**config.mk**
```make
export PLATFORM = sky130hd
export DESIGN_NAME = bram_table_arbiter_flat
export DESIGN_NICKNAME = d
export VERILOG_FILES = /design/src/rtl/bram_table_arbiter_pkg.sv /design/src/rtl/pcie_consts.sv /design/src/rtl/bram_table_arbiter_if.sv /design/src/rtl/bram_table_arbiter_rr_arbiter.sv /design/src/rtl/bram_table_arbiter.sv /design/src/flat_wrapper.sv
export SDC_FILE = /design/constraint.sdc
export NUM_CORES = 1
export LEC_CHECK = 0
export CORE_AREA = 2 2 111 113
export CTS_CLUSTER_DIAMETER = 40
export DETAILED_ROUTE_END_ITERATION = 10
export DIE_AREA = 0 0 113 115
export PLACE_DENSITY = 0.74
export SLEW_MARGIN = 25
export SYNTH_ARGS = -nofsm -noshare
export SYNTH_HDL_FRONTEND = slang
export SYNTH_HIERARCHICAL = 1
export SYNTH_SLANG_ARGS = --single-unit
```
**constraint.sdc**
```tcl
create_clock -name clk -period 4.07 [get_ports clk]
set_input_delay 0.6105 -clock clk [delete_from_list [all_inputs] [get_ports clk]]
set_output_delay 0.6105 -clock clk [all_outputs]
set_load 0.05 [all_outputs]
```
**src/rtl/bram_table_arbiter_pkg.sv**
```systemverilog
// Shared types and helpers for BRAM table arbitration front ends.
package bram_arb_pkg;

  // Largest channel count any arbiter instance may be built with.
  localparam int BRAM_ARB_MAX_CH = 16;

  // Width of a channel id, sized to address BRAM_ARB_MAX_CH channels.
  localparam int BRAM_ARB_CH_ID_W = $clog2(BRAM_ARB_MAX_CH);

  // One entry of the in-flight read tag pipeline.
  typedef struct packed {
    logic                        valid;
    logic [BRAM_ARB_CH_ID_W-1:0] ch_id;
  } bram_tag_t;

  // Channel index that lies idx positions after ptr in a ring of n
  // channels. ptr < n and idx <= n, so one subtraction wraps it.
  function automatic logic [BRAM_ARB_CH_ID_W-1:0] rr_next(
    input logic [BRAM_ARB_CH_ID_W-1:0] ptr,
    input logic [BRAM_ARB_CH_ID_W:0]   idx,
    input logic [BRAM_ARB_CH_ID_W:0]   n
  );
    int sum;
    sum = int'(ptr) + int'(idx);
    if (sum >= int'(n)) begin
      sum = sum - int'(n);
    end
    return BRAM_ARB_CH_ID_W'(sum);
  endfunction

endpackage : bram_arb_pkg

```
**src/rtl/pcie_consts.sv**
```systemverilog
// PCIe datapath constants shared by the table front ends.
package pcie_consts;

  // Index width of the shared BRAM lookup tables.
  localparam int BRAM_TABLE_IDX_WIDTH = 8;

endpackage : pcie_consts

```
**src/rtl/bram_table_arbiter_if.sv**
```systemverilog
// Bus interfaces for the shared BRAM table: the requester side of the
// arbiter and the single-port BRAM binding itself.

interface bram_arb_req_if #(
  parameter int NUM_CH     = 4,
  parameter int ADDR_WIDTH = 8,
  parameter int DATA_WIDTH = 32
);
  logic [NUM_CH-1:0][ADDR_WIDTH-1:0] req_addr;
  logic [NUM_CH-1:0][DATA_WIDTH-1:0] req_wr_data;
  logic [NUM_CH-1:0]                 req_rd_en;
  logic [NUM_CH-1:0]                 req_wr_en;
  logic [NUM_CH-1:0]                 req_gnt;
  logic [NUM_CH-1:0]                 rsp_valid;
  logic [DATA_WIDTH-1:0]             rsp_data;

  // Requesters drive commands and observe grants and responses.
  modport master (
    output req_addr, req_wr_data, req_rd_en, req_wr_en,
    input  req_gnt, rsp_valid, rsp_data
  );

  // The arbiter consumes commands and produces grants and responses.
  modport slave (
    input  req_addr, req_wr_data, req_rd_en, req_wr_en,
    output req_gnt, rsp_valid, rsp_data
  );
endinterface : bram_arb_req_if

interface bram_interface_io #(
  parameter int ADDR_WIDTH = 8,
  parameter int DATA_WIDTH = 32
);
  logic [ADDR_WIDTH-1:0] addr;
  logic [DATA_WIDTH-1:0] wr_data;
  logic                  rd_en;
  logic                  wr_en;
  logic [DATA_WIDTH-1:0] rd_data;

  // The table user issues commands and receives read data.
  modport user (
    output addr, wr_data, rd_en, wr_en,
    input  rd_data
  );

  // The table owner (the BRAM) executes commands and returns read data.
  modport owner (
    input  addr, wr_data, rd_en, wr_en,
    output rd_data
  );
endinterface : bram_interface_io

```
**src/rtl/bram_table_arbiter_rr_arbiter.sv**
```systemverilog
// Round-robin arbiter with a registered rotating priority pointer.
// Reusable by any shared-table front end that needs one grant per cycle.
module rr_arbiter
  import bram_arb_pkg::*;
#(
  parameter  int NUM_CH = 4,
  localparam int PTR_W  = (NUM_CH > 1) ? $clog2(NUM_CH) : 1
) (
  input  logic              clk,
  input  logic              rst,
  input  logic [NUM_CH-1:0] req,
  output logic [NUM_CH-1:0] gnt,
  output logic [PTR_W-1:0]  gnt_idx
);

  logic [PTR_W-1:0] r_ptr;
  logic [PTR_W-1:0] w_cand;
  logic             w_found;

  // Walk the ring starting at the pointer and grant the first active channel.
  always_comb begin
    w_found = 1'b0;
    w_cand  = '0;
    gnt     = '0;
    gnt_idx = '0;
    for (int off = 0; off < NUM_CH; off++) begin
      w_cand = PTR_W'(rr_next(BRAM_ARB_CH_ID_W'(r_ptr),
                              (BRAM_ARB_CH_ID_W+1)'(off),
                              (BRAM_ARB_CH_ID_W+1)'(NUM_CH)));
      if (!w_found && req[w_cand]) begin
        w_found      = 1'b1;
        gnt_idx      = w_cand;
        gnt[w_cand]  = 1'b1;
      end
    end
  end

  // Move priority to the channel just after the winner; hold when idle.
  always_ff @(posedge clk or posedge rst) begin
    if (rst) begin
      r_ptr <= '0;
    end else if (w_found) begin
      r_ptr <= PTR_W'(rr_next(BRAM_ARB_CH_ID_W'(gnt_idx),
                              (BRAM_ARB_CH_ID_W+1)'(1),
                              (BRAM_ARB_CH_ID_W+1)'(NUM_CH)));
    end
  end

endmodule : rr_arbiter

```
**src/rtl/bram_table_arbiter.sv**
```systemverilog
// N-channel front end sharing one BRAM table port among pipeline stages.
// Round-robin grants one command per cycle; a latency-matched tag pipeline
// routes each read response back to the channel that issued it.
// Optional macro BRAM_ARB_OUT_REG_EN registers the BRAM command, adding
// one cycle of read latency while keeping the grant same-cycle.
module bram_table_arbiter
  import bram_arb_pkg::*;
#(
  parameter int NUM_CH     = 4,
  parameter int ADDR_WIDTH = pcie_consts::BRAM_TABLE_IDX_WIDTH,
  parameter int DATA_WIDTH = 32,
  parameter int RD_LATENCY = 2
) (
  input  logic             clk,
  input  logic             rst,
  bram_arb_req_if.slave    req_if,
  bram_interface_io.user   bram
);

  localparam int PTR_W = (NUM_CH > 1) ? $clog2(NUM_CH) : 1;
`ifdef BRAM_ARB_OUT_REG_EN
  localparam int TAG_DEPTH = RD_LATENCY + 1;
`else
  localparam int TAG_DEPTH = RD_LATENCY;
`endif

  logic [NUM_CH-1:0]     w_active;
  logic [NUM_CH-1:0]     w_gnt;
  logic [PTR_W-1:0]      w_gntIdx;
  logic                  w_any;
  logic [ADDR_WIDTH-1:0] w_selAddr;
  logic [DATA_WIDTH-1:0] w_selWrData;
  logic                  w_selRd;
  logic                  w_selWr;
  logic [ADDR_WIDTH-1:0] r_cmdAddr;
  logic [DATA_WIDTH-1:0] r_cmdWrData;
  bram_tag_t             w_pushTag;
  bram_tag_t             w_head;
  bram_tag_t             r_tagPipe [TAG_DEPTH];
  logic [NUM_CH-1:0]     w_rspValid;

  assign w_active = req_if.req_rd_en | req_if.req_wr_en;

  rr_arbiter #(
    .NUM_CH (NUM_CH)
  ) u_rrArbiter (
    .clk     (clk),
    .rst     (rst),
    .req     (w_active),
    .gnt     (w_gnt),
    .gnt_idx (w_gntIdx)
  );

  assign req_if.req_gnt = w_gnt;
  assign w_any          = |w_gnt;

  // The winning channel's command fields; enables are forced low when idle.
  always_comb begin
    w_selAddr   = req_if.req_addr[w_gntIdx];
    w_selWrData = req_if.req_wr_data[w_gntIdx];
    w_selRd     = w_any & req_if.req_rd_en[w_gntIdx];
    w_selWr     = w_any & req_if.req_wr_en[w_gntIdx];
  end

`ifdef BRAM_ARB_OUT_REG_EN
  logic r_cmdRd;
  logic r_cmdWr;

  // Register the whole command so far tables see a flop-to-flop path.
  always_ff @(posedge clk or posedge rst) begin
    if (rst) begin
      r_cmdAddr   <= '0;
      r_cmdWrData <= '0;
      r_cmdRd     <= 1'b0;
      r_cmdWr     <= 1'b0;
    end else begin
      r_cmdRd <= w_selRd;
      r_cmdWr <= w_selWr;
      if (w_any) begin
        r_cmdAddr   <= w_selAddr;
        r_cmdWrData <= w_selWrData;
      end
    end
  end

  assign bram.addr    = r_cmdAddr;
  assign bram.wr_data = r_cmdWrData;
  assign bram.rd_en   = r_cmdRd;
  assign bram.wr_en   = r_cmdWr;
`else
  // Remember the last issued address and data so idle cycles hold them.
  always_ff @(posedge clk or posedge rst) begin
    if (rst) begin
      r_cmdAddr   <= '0;
      r_cmdWrData <= '0;
    end else if (w_any) begin
      r_cmdAddr   <= w_selAddr;
      r_cmdWrData <= w_selWrData;
    end
  end

  assign bram.addr    = w_any ? w_selAddr   : r_cmdAddr;
  assign bram.wr_data = w_any ? w_selWrData : r_cmdWrData;
  assign bram.rd_en   = w_selRd;
  assign bram.wr_en   = w_selWr;
`endif

  // Tag for this cycle: valid only when a read was actually accepted.
  always_comb begin
    w_pushTag.valid = w_selRd;
    w_pushTag.ch_id = BRAM_ARB_CH_ID_W'(w_gntIdx);
  end

  // Shift tags so each one reaches the head exactly when its data returns.
  always_ff @(posedge clk or posedge rst) begin
    if (rst) begin
      for (int i = 0; i < TAG_DEPTH; i++) begin
        r_tagPipe[i] <= '0;
      end
    end else begin
      r_tagPipe[0] <= w_pushTag;
      for (int i = 1; i < TAG_DEPTH; i++) begin
        r_tagPipe[i] <= r_tagPipe[i-1];
      end
    end
  end

  assign w_head = r_tagPipe[TAG_DEPTH-1];

  // Decode the head tag into a one-hot response strobe.
  always_comb begin
    w_rspValid = '0;
    for (int i = 0; i < NUM_CH; i++) begin
      w_rspValid[i] = w_head.valid && (w_head.ch_id == BRAM_ARB_CH_ID_W'(i));
    end
  end

  assign req_if.rsp_valid = w_rspValid;
  assign req_if.rsp_data  = bram.rd_data;

endmodule : bram_table_arbiter

```
**src/flat_wrapper.sv**
```systemverilog
// flat-port wrapper written by rule: the top's interface ports become plain ports
module bram_table_arbiter_flat import bram_arb_pkg::*;
#(
  parameter int NUM_CH     = 4,
  parameter int ADDR_WIDTH = pcie_consts::BRAM_TABLE_IDX_WIDTH,
  parameter int DATA_WIDTH = 32,
  parameter int RD_LATENCY = 2
)
  (clk, rst, req_if_req_addr, req_if_req_wr_data, req_if_req_rd_en, req_if_req_wr_en, req_if_req_gnt, req_if_rsp_valid, req_if_rsp_data, bram_addr, bram_wr_data, bram_rd_en, bram_wr_en, bram_rd_data);
  bram_arb_req_if #(.NUM_CH(NUM_CH), .ADDR_WIDTH(ADDR_WIDTH), .DATA_WIDTH(DATA_WIDTH)) req_if_i ();
  bram_interface_io #(.ADDR_WIDTH(ADDR_WIDTH), .DATA_WIDTH(DATA_WIDTH)) bram_i ();
  input  logic clk;
  input  logic rst;
  input wire logic [$bits(req_if_i.req_addr)-1:0] req_if_req_addr;
  input wire logic [$bits(req_if_i.req_wr_data)-1:0] req_if_req_wr_data;
  input wire logic [$bits(req_if_i.req_rd_en)-1:0] req_if_req_rd_en;
  input wire logic [$bits(req_if_i.req_wr_en)-1:0] req_if_req_wr_en;
  output wire logic [$bits(req_if_i.req_gnt)-1:0] req_if_req_gnt;
  output wire logic [$bits(req_if_i.rsp_valid)-1:0] req_if_rsp_valid;
  output wire logic [$bits(req_if_i.rsp_data)-1:0] req_if_rsp_data;
  output wire logic [$bits(bram_i.addr)-1:0] bram_addr;
  output wire logic [$bits(bram_i.wr_data)-1:0] bram_wr_data;
  output wire logic [$bits(bram_i.rd_en)-1:0] bram_rd_en;
  output wire logic [$bits(bram_i.wr_en)-1:0] bram_wr_en;
  input wire logic [$bits(bram_i.rd_data)-1:0] bram_rd_data;
  assign req_if_i.req_addr = req_if_req_addr;
  assign req_if_i.req_wr_data = req_if_req_wr_data;
  assign req_if_i.req_rd_en = req_if_req_rd_en;
  assign req_if_i.req_wr_en = req_if_req_wr_en;
  assign req_if_req_gnt = req_if_i.req_gnt;
  assign req_if_rsp_valid = req_if_i.rsp_valid;
  assign req_if_rsp_data = req_if_i.rsp_data;
  assign bram_addr = bram_i.addr;
  assign bram_wr_data = bram_i.wr_data;
  assign bram_rd_en = bram_i.rd_en;
  assign bram_wr_en = bram_i.wr_en;
  assign bram_i.rd_data = bram_rd_data;
  bram_table_arbiter #(.NUM_CH(NUM_CH), .ADDR_WIDTH(ADDR_WIDTH), .DATA_WIDTH(DATA_WIDTH), .RD_LATENCY(RD_LATENCY)) u_core (.clk(clk), .rst(rst), .req_if(req_if_i), .bram(bram_i));
endmodule
```
; ---- Word-level counts from Yosys, hierarchy flattened
; Cells that the tools add are included.
[op_classes]
add_sub_neg = 9
order_cmp = 14
n_eq_ne = 3
muxes = 43
bitwise = 6
reduce_logical = 16
[ops]
columns = op, count
row1 = $bmux 32 s2, 1
row2 = $mux 32, 2
row3 = $mux 2, 9
row4 = $bmux 8 s2, 1
row5 = $mux 4, 4
row6 = $mux 8, 2
row7 = $or 4x4->4, 4
row8 = $lt 2x3->1 const B, 5
row9 = $mux 1, 14
row10 = $bmux 1 s2, 6
row11 = $ge 3x3->1 const B, 4
row12 = $logic_and 1x1->1, 11
row13 = $sub 2x1->2 const B, 5
row14 = $demux 1 s2, 4
row15 = $ge 2x1->1 const B, 4
row16 = $add 2x1->3 const B, 2
row17 = $add 2x2->3 const B, 2
row18 = $eq 2x2->1 const B, 2
row19 = $logic_not 4->1, 1
row20 = $reduce_or 4->1, 1
row21 = $ge 2x3->1 const B, 1
row22 = $logic_not 1->1, 3
row23 = $and 1x1->1, 2
row24 = $eq 2x1->1 const B, 1
[word_totals]
reg_bits = 48
word_cells = 98

; ---- Longest topological paths before layout
; Gate-level depths: netlist of the first run.
[depth]
ltp_word = 17
mapped_depth = 12
mapped_depth_nobuf = 9

; ---- By module
; The synthesis of the first run kept the hierarchy.
[by_module_without_submodules]
columns = module, instances, cells_each, area_each_um2, seq_area_each_um2
row1 = bram_table_arbiter, 1, 187, 2977.9, 1151.1
row2 = rr_arbiter, 1, 55, 536.8, 50.0

; ---- Worst setup path before layout of the first run
; OpenSTA, ideal clock, no wires.
[synth_path]
path_type = reg-to-output
from = register u_core.u_rrArbiter.r_ptr[0]
to = output bram_rd_en
t_arrival_ps = 3770
path_slack_ps = -311
path_stages_with_launch = 12
n_path_buf = 3
path_cell_list = dfrtp_1 buf_6 buf_2 inv_1 ha_1 mux4_2 nor2b_4 a22oi_1 o21ai_1 nor4_4 buf_2 nor2b_1
[synth_between]
word_cells_on_any_way = 67
cone_classes = add/sub: 7 / order compare: 12 / mux: 33 / bitwise: 4 / reduce/logical: 11
[synth_lines]
columns = element, line_no
row1 = from (decl), bram_table_arbiter_rr_arbiter.sv:16  ; logic [PTR_W-1:0] r_ptr;
row2 = from (signal assigned), bram_table_arbiter_rr_arbiter.sv:43  ; r_ptr <= PTR_W'(rr_next(BRAM_ARB_CH_ID_W'(gnt_idx),
row3 = branches (longest 13 deep; another with $add 2x1->3), --
row4 = $mux 4 *, bram_table_arbiter_rr_arbiter.sv:30  ; if (!w_found && req[w_cand]) begin
row5 = via req_if_req_gnt[3], flat_wrapper.sv:18  ; output wire logic [$bits(req_if_i.req_gnt)-1:0] req_if_req_gnt;
row6 = $reduce_or 4->1 *, bram_table_arbiter.sv:55  ; assign w_any = |w_gnt;
row7 = $and 1x1->1 *, bram_table_arbiter.sv:61  ; w_selRd = w_any & req_if.req_rd_en[w_gntIdx];
row8 = to (decl), flat_wrapper.sv:23  ; output wire logic [$bits(bram_i.rd_en)-1:0] bram_rd_en;
; Mark *: on every way through the listed nets, which the timed path passes. The select of a mux whose other input is x is not followed.

; ---- Final worst setup path of the first run
[layout_path]
from = input req_if_req_rd_en[2]
to = output bram_addr[1]
[layout_between]
elab_chain_cells = 16
word_cells_on_any_way = 33
cone_classes = mux: 22 / bitwise: 4 / reduce/logical: 7
[layout_lines]
columns = element, line_no
row1 = from (decl), flat_wrapper.sv:16  ; input wire logic [$bits(req_if_i.req_rd_en)-1:0] req_if_req_rd_en;
row2 = $or 4x4->4 *, bram_table_arbiter.sv:42  ; assign w_active = req_if.req_rd_en | req_if.req_wr_en;
row3 = via u_core.w_active[2], bram_table_arbiter.sv:27  ; logic [NUM_CH-1:0] w_active;
row4 = $bmux 1 s2, bram_table_arbiter_rr_arbiter.sv:30
row5 = $mux 1 (not written as such), bram_table_arbiter_rr_arbiter.sv:30
row6 = $mux 1, bram_table_arbiter_rr_arbiter.sv:30
row7 = $logic_not 1->1, bram_table_arbiter_rr_arbiter.sv:30
row8 = $logic_and 1x1->1, bram_table_arbiter_rr_arbiter.sv:30
row9 = $mux 1, bram_table_arbiter_rr_arbiter.sv:30
row10 = [... 2 more ...], --
row11 = $mux 1, bram_table_arbiter_rr_arbiter.sv:30
row12 = $logic_not 1->1, bram_table_arbiter_rr_arbiter.sv:30
row13 = $logic_and 1x1->1, bram_table_arbiter_rr_arbiter.sv:30
row14 = $mux 2 *, bram_table_arbiter_rr_arbiter.sv:30
row15 = via u_core.w_gntIdx[0], bram_table_arbiter.sv:29  ; logic [PTR_W-1:0] w_gntIdx;
row16 = $bmux 8 s2 *, bram_table_arbiter.sv:59  ; w_selAddr = req_if.req_addr[w_gntIdx];
row17 = $mux 8 (not written as such) *, bram_table_arbiter.sv:59
row18 = $mux 8 *, bram_table_arbiter.sv:102  ; assign bram.addr = w_any ? w_selAddr : r_cmdAddr;
row19 = to (decl), flat_wrapper.sv:21  ; output wire logic [$bits(bram_i.addr)-1:0] bram_addr;
; Mark *: on every way through the listed nets, which the timed path passes. The rest lies on a longest branch. The select of a mux whose other input is x is not followed.

==> impl_results.md, run 1 <==
- Post-synthesis compound-gate area fraction: 0.0431
- Starting Density: 0.298
- Detailed Place HPWL: between 8000 and 9000 microns
- Share of cells above drive strength 1: 0.459
- Fill count: 1,012
- Crit path DAT: 3.39 ns
- Die Span X: 113 microns
- Max Cap Viol: 0
- Final Net Count: 673
- Depth of the most critical reg-to-reg path: 11
- R2r startpoint: u_core/u_rrArbiter/r_ptr[0]$_DFFE_PP0P_
- Synthesized area per cell: 14.5 sq um
- CP endpoint: bram_addr[1]
- Crit. End Element: output pin
- Rel. slew slack: 0.424
- Root buffer cell: clkbuf_16
- Clock Latency Late Sink: 0.29 ns
- Row cnt: 40
- Highest clock rate: 0.250 GHz
- Initial antenna violation count: 0
- Synth top area share: 0.342
- WS Path Type: in2out
- Violated checks: DRC
- Final Skew: 0.00667 ns
- Synth Cell Area: around 3500 sq um
- Number of global-route vias before repair: 3,426
- Total congestion overflow: 0
- Synth Register Bits: 48
- CTS buffer count: 5
- Critical Path RT: around 3.5 ns
- RR Endpoint: u_core/r_cmdWrData[19]$_DFF_PP0_
- Main combinational cell family by area after synthesis: multiplexers
- Via count: 3,131
- Antenna Violating Nets Remaining: 0
- Placed Area: 5730 sq um
- Period utilization: 0.983
- Worst Setup SP: req_if_req_rd_en[2]
- I/O Buffers: 219
- Antenna Diode Count: 0
- Placeable Area: 11,800 sq um
- Synth top area cells: dfrtp_1 34%, mux4_2 29%, mux2_2 13%
- CTS tree: built
- Sink Count: 48
- Routed vias/inst: between 5 and 6
- Maximum clock path buffer count: 2
- Mux cell area share after synthesis: 0.432
- Synth cell types: 32
- Largest net degree at the start of global routing: 47
- Warnings, synthesis: 6
- R2R Setup Slk: 1.09 ns
- Slew Viols, Final: 0
- Mapped Nets: 450
- Hold crit path type: reg2reg
- XOR/XNOR Fraction of Synth Area: 0
- I/O pins: 284
- Post-layout min period: 4.00 ns
- Routed len/inst: 20.7 microns
- Area growth, synth to finish: 83.8%
- DIE AREA: around 13,000 sq um
- Leading area contributor after synthesis: dfrtp_1
- Placed cells: 583
- Cells after synthesis: 242
- Seq/Total Area, Yosys: 0.342
- Final instance area: between 6000 and 7000 sq um
- DR pass1 iterations: 9
- Final Setup Violations: 0
- Startpoint types: input port
- Global-route wire length before repair: 17,900 microns
- Post-Synth Adder-Cell Area: 0.0214
- Finished Core Util: 0.547
- Max H-tree Level: 2
- Final wirelength: 12,700 microns
- Post-Layout Cell Count: 613
- Status: complete, but fails checks
- Final hold vios: 0
- Initial DRC count: about 110
- Worst-margin pin slew: 0.862 ns
- Tot GR Track Use: 0.180
- Worst hold stages: 0
- Placer Congestion: between 0.8 and 0.9
- Clock-pin slew on the worst setup and hold paths: around 0.060 ns
- Synth Area in Simple Gates: 0.0495
- CTS Hold Bufs: 0
- Remaining DRCs: 18
- Die height: approximately 120 microns
- Worst-path maximum fanout: 7
[metrics by stage]
stage	worst slack [ns]	TNS, ns	hold WS, ns
6_report	0.0680	0	0.357
5_1_grt	-0.00867	-0.00867	0.363
4_1_cts	0.000405	0	0.362
3_5_place_dp	-0.223	-8.87	0.347
3_3_place_gp	-0.154	-5.93	0.332
2_1_floorplan	0.0160	0	0.331
[worst min path at each step]
| stage | endpoint | startpoint |
|---|---|---|
| floorplan | u_core/r_tagPipe[0]$_DFF_PP0_ | u_core/r_tagPipe[5]$_DFF_PP0_ |
| global placement | u_core/r_tagPipe[1]$_DFF_PP0_ | u_core/r_tagPipe[6]$_DFF_PP0_ |
| detailed placement | u_core/r_tagPipe[1]$_DFF_PP0_ | u_core/r_tagPipe[6]$_DFF_PP0_ |
| CTS | u_core/r_tagPipe[1]$_DFF_PP0_ | u_core/r_tagPipe[6]$_DFF_PP0_ |
| global route | u_core/r_tagPipe[1]$_DFF_PP0_ | u_core/r_tagPipe[6]$_DFF_PP0_ |
| finish | u_core/r_tagPipe[1]$_DFF_PP0_ | u_core/r_tagPipe[6]$_DFF_PP0_ |
[cell usage after synthesis]
cell and instances:
dfrtp_1 48, mux4_2 46, mux2_2 41, buf_4 32, a22oi_1 9, buf_6 8, buf_2 6, ha_1 6
inv_1 5, o21ai_1 5, or2_2 4, clkbuf_1 3, nand2_1 3, nor2b_1 3, a21oi_1 2, a221oi_1 2
mux2i_1 2, nor2_1 2, nor4_4 2, a211o_2 1, a211oi_1 1, and2_1 1, and3_1 1, and3b_1 1
clkbuf_2 1, nand3b_1 1, nor2b_4 1, nor3_2 1, nor3b_1 1, o21ai_0 1, o221ai_1 1, or3b_1 1
[critical path: stages]
cell and delay (ns):
dlygate4sd2_1 0.25, or2_4 0.27, mux4_2 0.52, buf_6 0.15, nor2b_4 0.13, o21ai_2 0.12, nand2_8 0.17, buf_12 0.15
mux4_2 0.54, mux2_4 0.31, buf_8 0.15
[flip-flops by register name (all words and copies together) (netlist names)]
register                  count
u_core/r_cmdAddr              8
u_core/u_rrArbiter/r_ptr      2
u_core/r_cmdWrData           32
u_core/r_tagPipe              6
[timing repair]
action	CTS	global route
endpoints found under the setup margin	42	42
setup buffers	11	6
pin swaps	3	6
cloned	5	3
gates resized for setup	37	43
[kinds of logic after synthesis]
group,Yosys count
and+or+nand+nor,22
AOI/OAI and AO/OA,22
muxes,89
buffers and inverters,55
adders and majority gates,6
DFF,48
[placed cells by master (no fill, tap or decap), types with 3 or more instances in the layout]
master,synthesis,routed
a22oi_2,0,6
mux2_4,0,7
buf_12,0,13
ha_1,6,5
mux2_2,41,34
inv_1,5,4
buf_4,32,40
clkdlybuf4s50_1,0,165
a22oi_1,9,3
mux4_2,46,46
buf_6,8,30
buf_8,0,5
dfrtp_1,48,48
dlygate4sd2_1,0,8
clkbuf_16,0,8
o21ai_2,0,5
or2_4,0,4
[layout make-up]
cell class              count  area (sq um)  area share
inverters                   5          20.0     0.00310
repair buffers            266          2830       0.437
clock buffers               5           125      0.0194
flip-flops and latches     48          1200       0.186
multi-input cells         139          2060       0.319
clock inverters             3          42.5     0.00658
well taps                 147           184      0.0285
[metal layers]
metal | vias to the layer above | part of all wire | track usage
li1 | 1357 | - | -
met1 | 1580 | 0.34 | 0.190
met2 | 177 | 0.55 | 0.345
met3 | 17 | 0.099 | 0.0627
met4 | 0 | 0.011 | 0.0390
met5 | - | 0 | 0
Power of run 1 is not shown: default switching activity piles up to over one toggle a cycle in this logic, so the estimate is an artifact.
==> run 2, diff against run 1 <==
PLACE_DENSITY = 0.76   (was 0.74)
==> run 2 against run 1 <==
The flow still finishes with violations (DRC); critical path depth up 2; global-route usage up 1.2 points; clock-buffer cell count up 2; via count up 1.7%; clock skew about the same; final area up 6.7%.
==> impl_results.md, run 2 (same netlist as run 1, synthesis figures left out) <==
- Final hold vios: 0
- M1 WL: 4750 microns
- Met2 WL: 6990 microns
- DR pass1 iterations: 9
- Via count: around 3.2k
- Crit path DAT: 3.40 ns
- Final Skew: 0.00639 ns
- Max H-tree Level: 2
- Clock-pin slew on the worst setup and hold paths: roughly 0.060 ns
- Antenna Violating Nets Remaining: 0
- Largest net degree at the start of global routing: 47
- Hold crit path type: reg2reg
- R2r startpoint: u_core/u_rrArbiter/r_ptr[0]$_DFFE_PP0P_
- Biggest regs: u_core/r_cmdWrData x32, u_core/r_cmdAddr x8, u_core/r_tagPipe x6
- Routed len/inst: 20.6 microns
- CP endpoint: bram_wr_data[27]
- Max Cap Viol: 0
- Top Layer Used: met4
- Initial DRC count: 162
- Worst Setup SP: req_if_req_rd_en[3]
- Worst-margin pin slew: ~0.9 ns
- DIE AREA: 13,000 sq um
- Period utilization: 0.985
- Root buffer cell: clkbuf_16
- Slew Viols, Final: 0
- Die height: 115 microns
- Final wirelength: 13,100 microns
- Max reg flops: 32
- Die Span X: 113 microns
- Remaining DRCs: 19
- Most frequent cells in the layout: 165 x clkdlybuf4s50_1, 48 x dfrtp_1, 46 x mux4_2, 41 x buf_4, 40 x mux2_4
- Post-layout min period: 4.01 ns
- RR Endpoint: u_core/r_cmdWrData[6]$_DFF_PP0_
- Area growth, synth to finish: 96.1%
- Worst hold margin: 0.353 ns
- Maximum clock path buffer count: 2
- Placeable Area: 11,800 sq um
- Routed vias/inst: 5.03
- Row cnt: 40
- Clock Latency Late Sink: ~0.3 ns
- I/O pins: 284
- Min-delay src: u_core/r_tagPipe[9]$_DFF_PP0_
- WS Path Type: in2out
- Depth of the most critical reg-to-reg path: 13
- Placer Congestion: 0.778
- Crit. End Element: output pin
- Commonest non-fill, non-tap cell in the layout: clkdlybuf4s50_1
- CTS buffer count: 5
- Critical Path RT: 3.46 ns
- Global-route wire length before repair: 18,800 microns
- Status: complete, but fails checks
- Fill count: 938
- Rel. slew slack: 0.404
- Final Setup Violations: 0
- Largest Register: u_core/r_cmdWrData
- Number of global-route vias before repair: 3,444
- Antenna Diode Count: 0
- Worst-path maximum fanout: 6
- Detailed Place HPWL: between 8000 and 9000 microns
- CTS tree: built
- Startpoint types: input port
- Final Net Count: approximately 690
- I/O Buffers: 219
- R2R Setup Slk: ~1.0 ns
- DR WL met3: between 1000 and 1500 microns
- Violated checks: DRC
- Total congestion overflow: 0
- Initial antenna violation count: 0
- Sink Count: 48
- Tot GR Track Use: 0.192
- CTS Hold Bufs: 0
- Highest clock rate: 0.249 GHz
- Share of cells above drive strength 1: 0.498
- Starting Density: 0.298
==> run 2: cell types whose count changed in the layout (fill, tap and decap cells not counted), sizes merged <==
cell / delta
clkbuf: +6
buf: +23
clkinv: -1
clkdlybuf4s15: +1
clkinvlp: -1
dlygate4sd2: -8
==> run 2: worst min path at each step <==
stage               slack, ns  cells after the start                            end
CTS                      0.35                      0  u_core/r_tagPipe[4]$_DFF_PP0_
global placement         0.33                      0  u_core/r_tagPipe[0]$_DFF_PP0_
detailed placement       0.34                      0  u_core/r_tagPipe[4]$_DFF_PP0_
finish                   0.35                      0  u_core/r_tagPipe[4]$_DFF_PP0_
global route             0.36                      0  u_core/r_tagPipe[0]$_DFF_PP0_
floorplan                0.33                      0  u_core/r_tagPipe[0]$_DFF_PP0_
==> run 2: area by class of cell <==
class | count | area (sq um) | area share
tap | 147 | 184 | 0.0267
clock buffer | 7 | 153 | 0.0221
timing repair buffer | 286 | 3130 | 0.455
sequential | 48 | 1200 | 0.174
multi-input combinational | 139 | 2170 | 0.315
clock inverter | 1 | 30.0 | 0.00436
inverter | 5 | 20.0 | 0.00290
==> run 2: worst max-delay path: stages <==
cell and delay [ns]:
clkdlybuf4s15_1 0.17, or2_4 0.25, mux4_2 0.52, buf_4 0.17, nor2b_4 0.14, buf_4 0.13
o21ai_2 0.06, nand2_4 0.10, buf_6 0.14, buf_12 0.14, mux4_2 0.51, mux2_4 0.30
buf_8 0.15
==> run 2: stage by stage <==
step	area, sq um	TNS, ns	util	setup WS [ns]	std cells
6_report	6890	0	0.584	0.0594	633
5_1_grt	6890	-0.321	0.584	-0.0254	633
3_3_place_gp	5740	-6.72	0.486	-0.193	584
4_1_cts	6670	0	0.565	0.0190	626
2_1_floorplan	3530	0	-	0.0160	242
3_5_place_dp	5740	-10.62	0.486	-0.290	584
==> run 2: layer usage <==
metal  vias to the layer above  GRT usage
met5                         -          0
met4                         0     0.0472
met1                      1588      0.219
met3                        14     0.0538
met2                       182      0.354
li1                       1399          -
==> run 2: timing repair <==
item	in CTS	in global routing
buffers inserted	27	7
pin swaps	11	9
endpoints found under the hold margin	0	0
endpoints found under the setup margin	42	40
resized for setup	106	58
cloned	8	0
Power of run 2 is left out for the same reason.
==> run 3, diff against run 2 <==
CORE_AREA = default   (was 2 2 111 113)
CORE_MARGIN = 4   (was default)
CORE_UTILIZATION = 34   (was default)
DIE_AREA = default   (was 0 0 113 115)
PLACE_DENSITY = 0.85   (was 0.76)
==> run 3 against run 2 <==
The run now ends clean; maximum frequency down 0.67%; via count down 4.8%; utilization up 4.1 points; register-to-register slack better by 0.05 ns; die area down 7.4%; clock-buffer cell count down 1; clock skew down 0.0017 ns; final area down 10%; non-clock buffer count down 27; global-route usage down 0.13 points; sequential share of layout area up 2.0 points; routed wire length down 6.9%; critical endpoint is now bram_rd_en; highest routed layer unchanged.
==> impl_results.md, run 3 (same netlist as run 1, synthesis figures left out) <==
- RR Endpoint: u_core/r_cmdWrData[27]$_DFF_PP0_
- Sink Count: 48
- Period utilization: 0.992
- I/O pins: 284
- Placement Setup Slack: -0.206 ns
- Initial DRC count: between 90 and 100
- Hold crit path type: reg2reg
- Post-Layout Cell Count: around 590
- Crit path DAT: 3.43 ns
- CTS buffer count: 5
- R2R Setup Slk: roughly 1.1 ns
- Rel. slew slack: 0.414
- Largest Register: u_core/r_cmdWrData
- Biggest regs: u_core/r_cmdWrData x32, u_core/r_cmdAddr x8, u_core/r_tagPipe x6
- Largest net degree at the start of global routing: 47
- Min-delay src: u_core/r_tagPipe[5]$_DFF_PP0_
- Maximum clock path buffer count: 2
- RSZ-0062 raised after global routing: yes
- DIE AREA: 12,000 sq um
- Placeable Area: 9910 sq um
- Total congestion overflow: 0
- Worst-margin pin slew: approximately 0.9 ns
- Worst hold stages: 0
- Final Skew: 0.00472 ns
- Status: completed
- Multi-input combinational cell area: 2040 sq um
- Max Cap Viol: 0
- Placer Congestion: 0.801
- Row cnt: 36
- Final instance area: 6190 sq um
- Critical Path RT: 3.46 ns
- Number of global-route vias before repair: 3,505
- Initial antenna violation count: 0
- Startpoint types: input port
- Clock Latency Late Sink: a little over 0.3 ns
- Final Setup Violations: 0
- Starting Density: 0.355
- Worst Hold Path EP: u_core/r_tagPipe[0]$_DFF_PP0_
- Max H-tree Level: 2
- Slew Viols, Final: 0
- WS Path Type: in2out
- Highest clock rate: 0.248 GHz
- Die height: 110 microns
- Final Net Count: 666
- Placed Area: 5730 sq um
- Most frequent cells in the layout: 165 x clkdlybuf4s50_1, 49 x buf_4, 48 x dfrtp_1, 46 x mux4_2, 31 x mux2_2
- Fill count: between 700 and 800
- CTS tree: built
- I/O Buffers: 219
- Remaining DRCs: 0
- Global-route wire length before repair: 17,400 microns
- DR pass1 iterations: 4
- Crit. End Element: output pin
- Routed len/inst: 20.6 microns
- Finished Core Util: 0.625
- Via count: between 3k and 4k
- Depth of the most critical reg-to-reg path: 13
- Smallest setup slack after layout: between 0.03 and 0.04 ns
- Detailed Place HPWL: 9550 microns
- Share of cells above drive strength 1: 0.445
- Placed cells: 567
- Routed vias/inst: 5.13
- Clock-pin slew on the worst setup and hold paths: 0.08 ns
- Final hold vios: 0
- FF+latch area: 1200 sq um
- Post-layout min period: 4.04 ns
- Max reg flops: 32
- Final wirelength: 12,200 microns
- Area growth, synth to finish: 76.2%
- Tot GR Track Use: 0.190
- Antenna Violating Nets Remaining: 0
- Die Span X: about 110 microns
- Worst-path maximum fanout: 7
- Antenna Diode Count: 0
- Commonest non-fill, non-tap cell in the layout: clkdlybuf4s50_1
- R2r startpoint: u_core/u_rrArbiter/r_ptr[1]$_DFFE_PP0P_
- Root buffer cell: clkbuf_8
==> run 3: cell count changes in the layout (fill, tap and decap cells not counted), sizes merged <==
| cell | delta |
|---|---|
| clkdlybuf4s15 | -1 |
| bufinv | -1 |
| dlygate4sd2 | +8 |
| buf | -29 |
| clkinv | +1 |
| bufbuf | +2 |
| clkbuf | -8 |
==> run 3: worst max-delay path, stage by stage <==
cell and delay, ns:
dlygate4sd2_1 0.24, or2_4 0.27, mux4_2 0.60, nor2b_4 0.19
o21ai_1 0.11, nand2_4 0.16, bufbuf_16 0.29, buf_4 0.13
mux4_2 0.49, nor2b_1 0.16, buf_4 0.19
==> run 3: what timing repair did <==
| item | in CTS | in global routing |
|---|---|---|
| resized for setup | 34 | 29 |
| hold buffers | 0 | 0 |
| endpoints found under the setup margin | 42 | 36 |
| pin swaps | 2 | 5 |
| gates cloned | 3 | 0 |
| buffers inserted | 11 | 4 |
==> run 3: per-stage QoR <==
stage / hold WS [ns] / setup TNS, ns
final: 0.365 / 0
after detailed placement: 0.350 / -7.82
after floorplan: 0.331 / 0
after global placement: 0.334 / -3.94
after CTS: 0.370 / 0
after global routing: 0.374 / -0.461
==> run 3: how the worst max path moves through the flow <==
stage	from	endpoint	slack (ns)	cells after the start
6_report	req_if_req_wr_en[3]	bram_rd_en	0.03	11
5_1_grt	req_if_req_wr_en[1]	bram_wr_data[27]	-0.06	13
4_1_cts	req_if_req_rd_en[0]	bram_rd_en	0.05	11
3_5_place_dp	req_if_req_rd_en[0]	bram_addr[1]	-0.21	10
3_3_place_gp	req_if_req_rd_en[0]	bram_wr_data[2]	-0.11	10
2_1_floorplan	u_core/u_rrArbiter/r_ptr[0]$_DFFE_PP0P_	bram_rd_en	0.02	11
==> run 3: routing by layer <==
layer / routed length, microns / vias to the layer above / GRT usage
met4: 129 / 0 / 0.0454
met1: 4040 / 1479 / 0.184
li1: - / 1345 / -
met3: 1370 / 12 / 0.0681
met5: 0 / - / 0
met2: 6620 / 193 / 0.378
==> run 3: cell type report <==
type	instances	share of cell area
clock buffers	6	0.0117
clock inverters	1	0.000808
inverters	5	0.00323
multi-input cells	139	0.329
flip-flops and latches	48	0.194
well taps	133	0.0269
repair buffers	259	0.435
Power of run 3 is left out for the same reason.
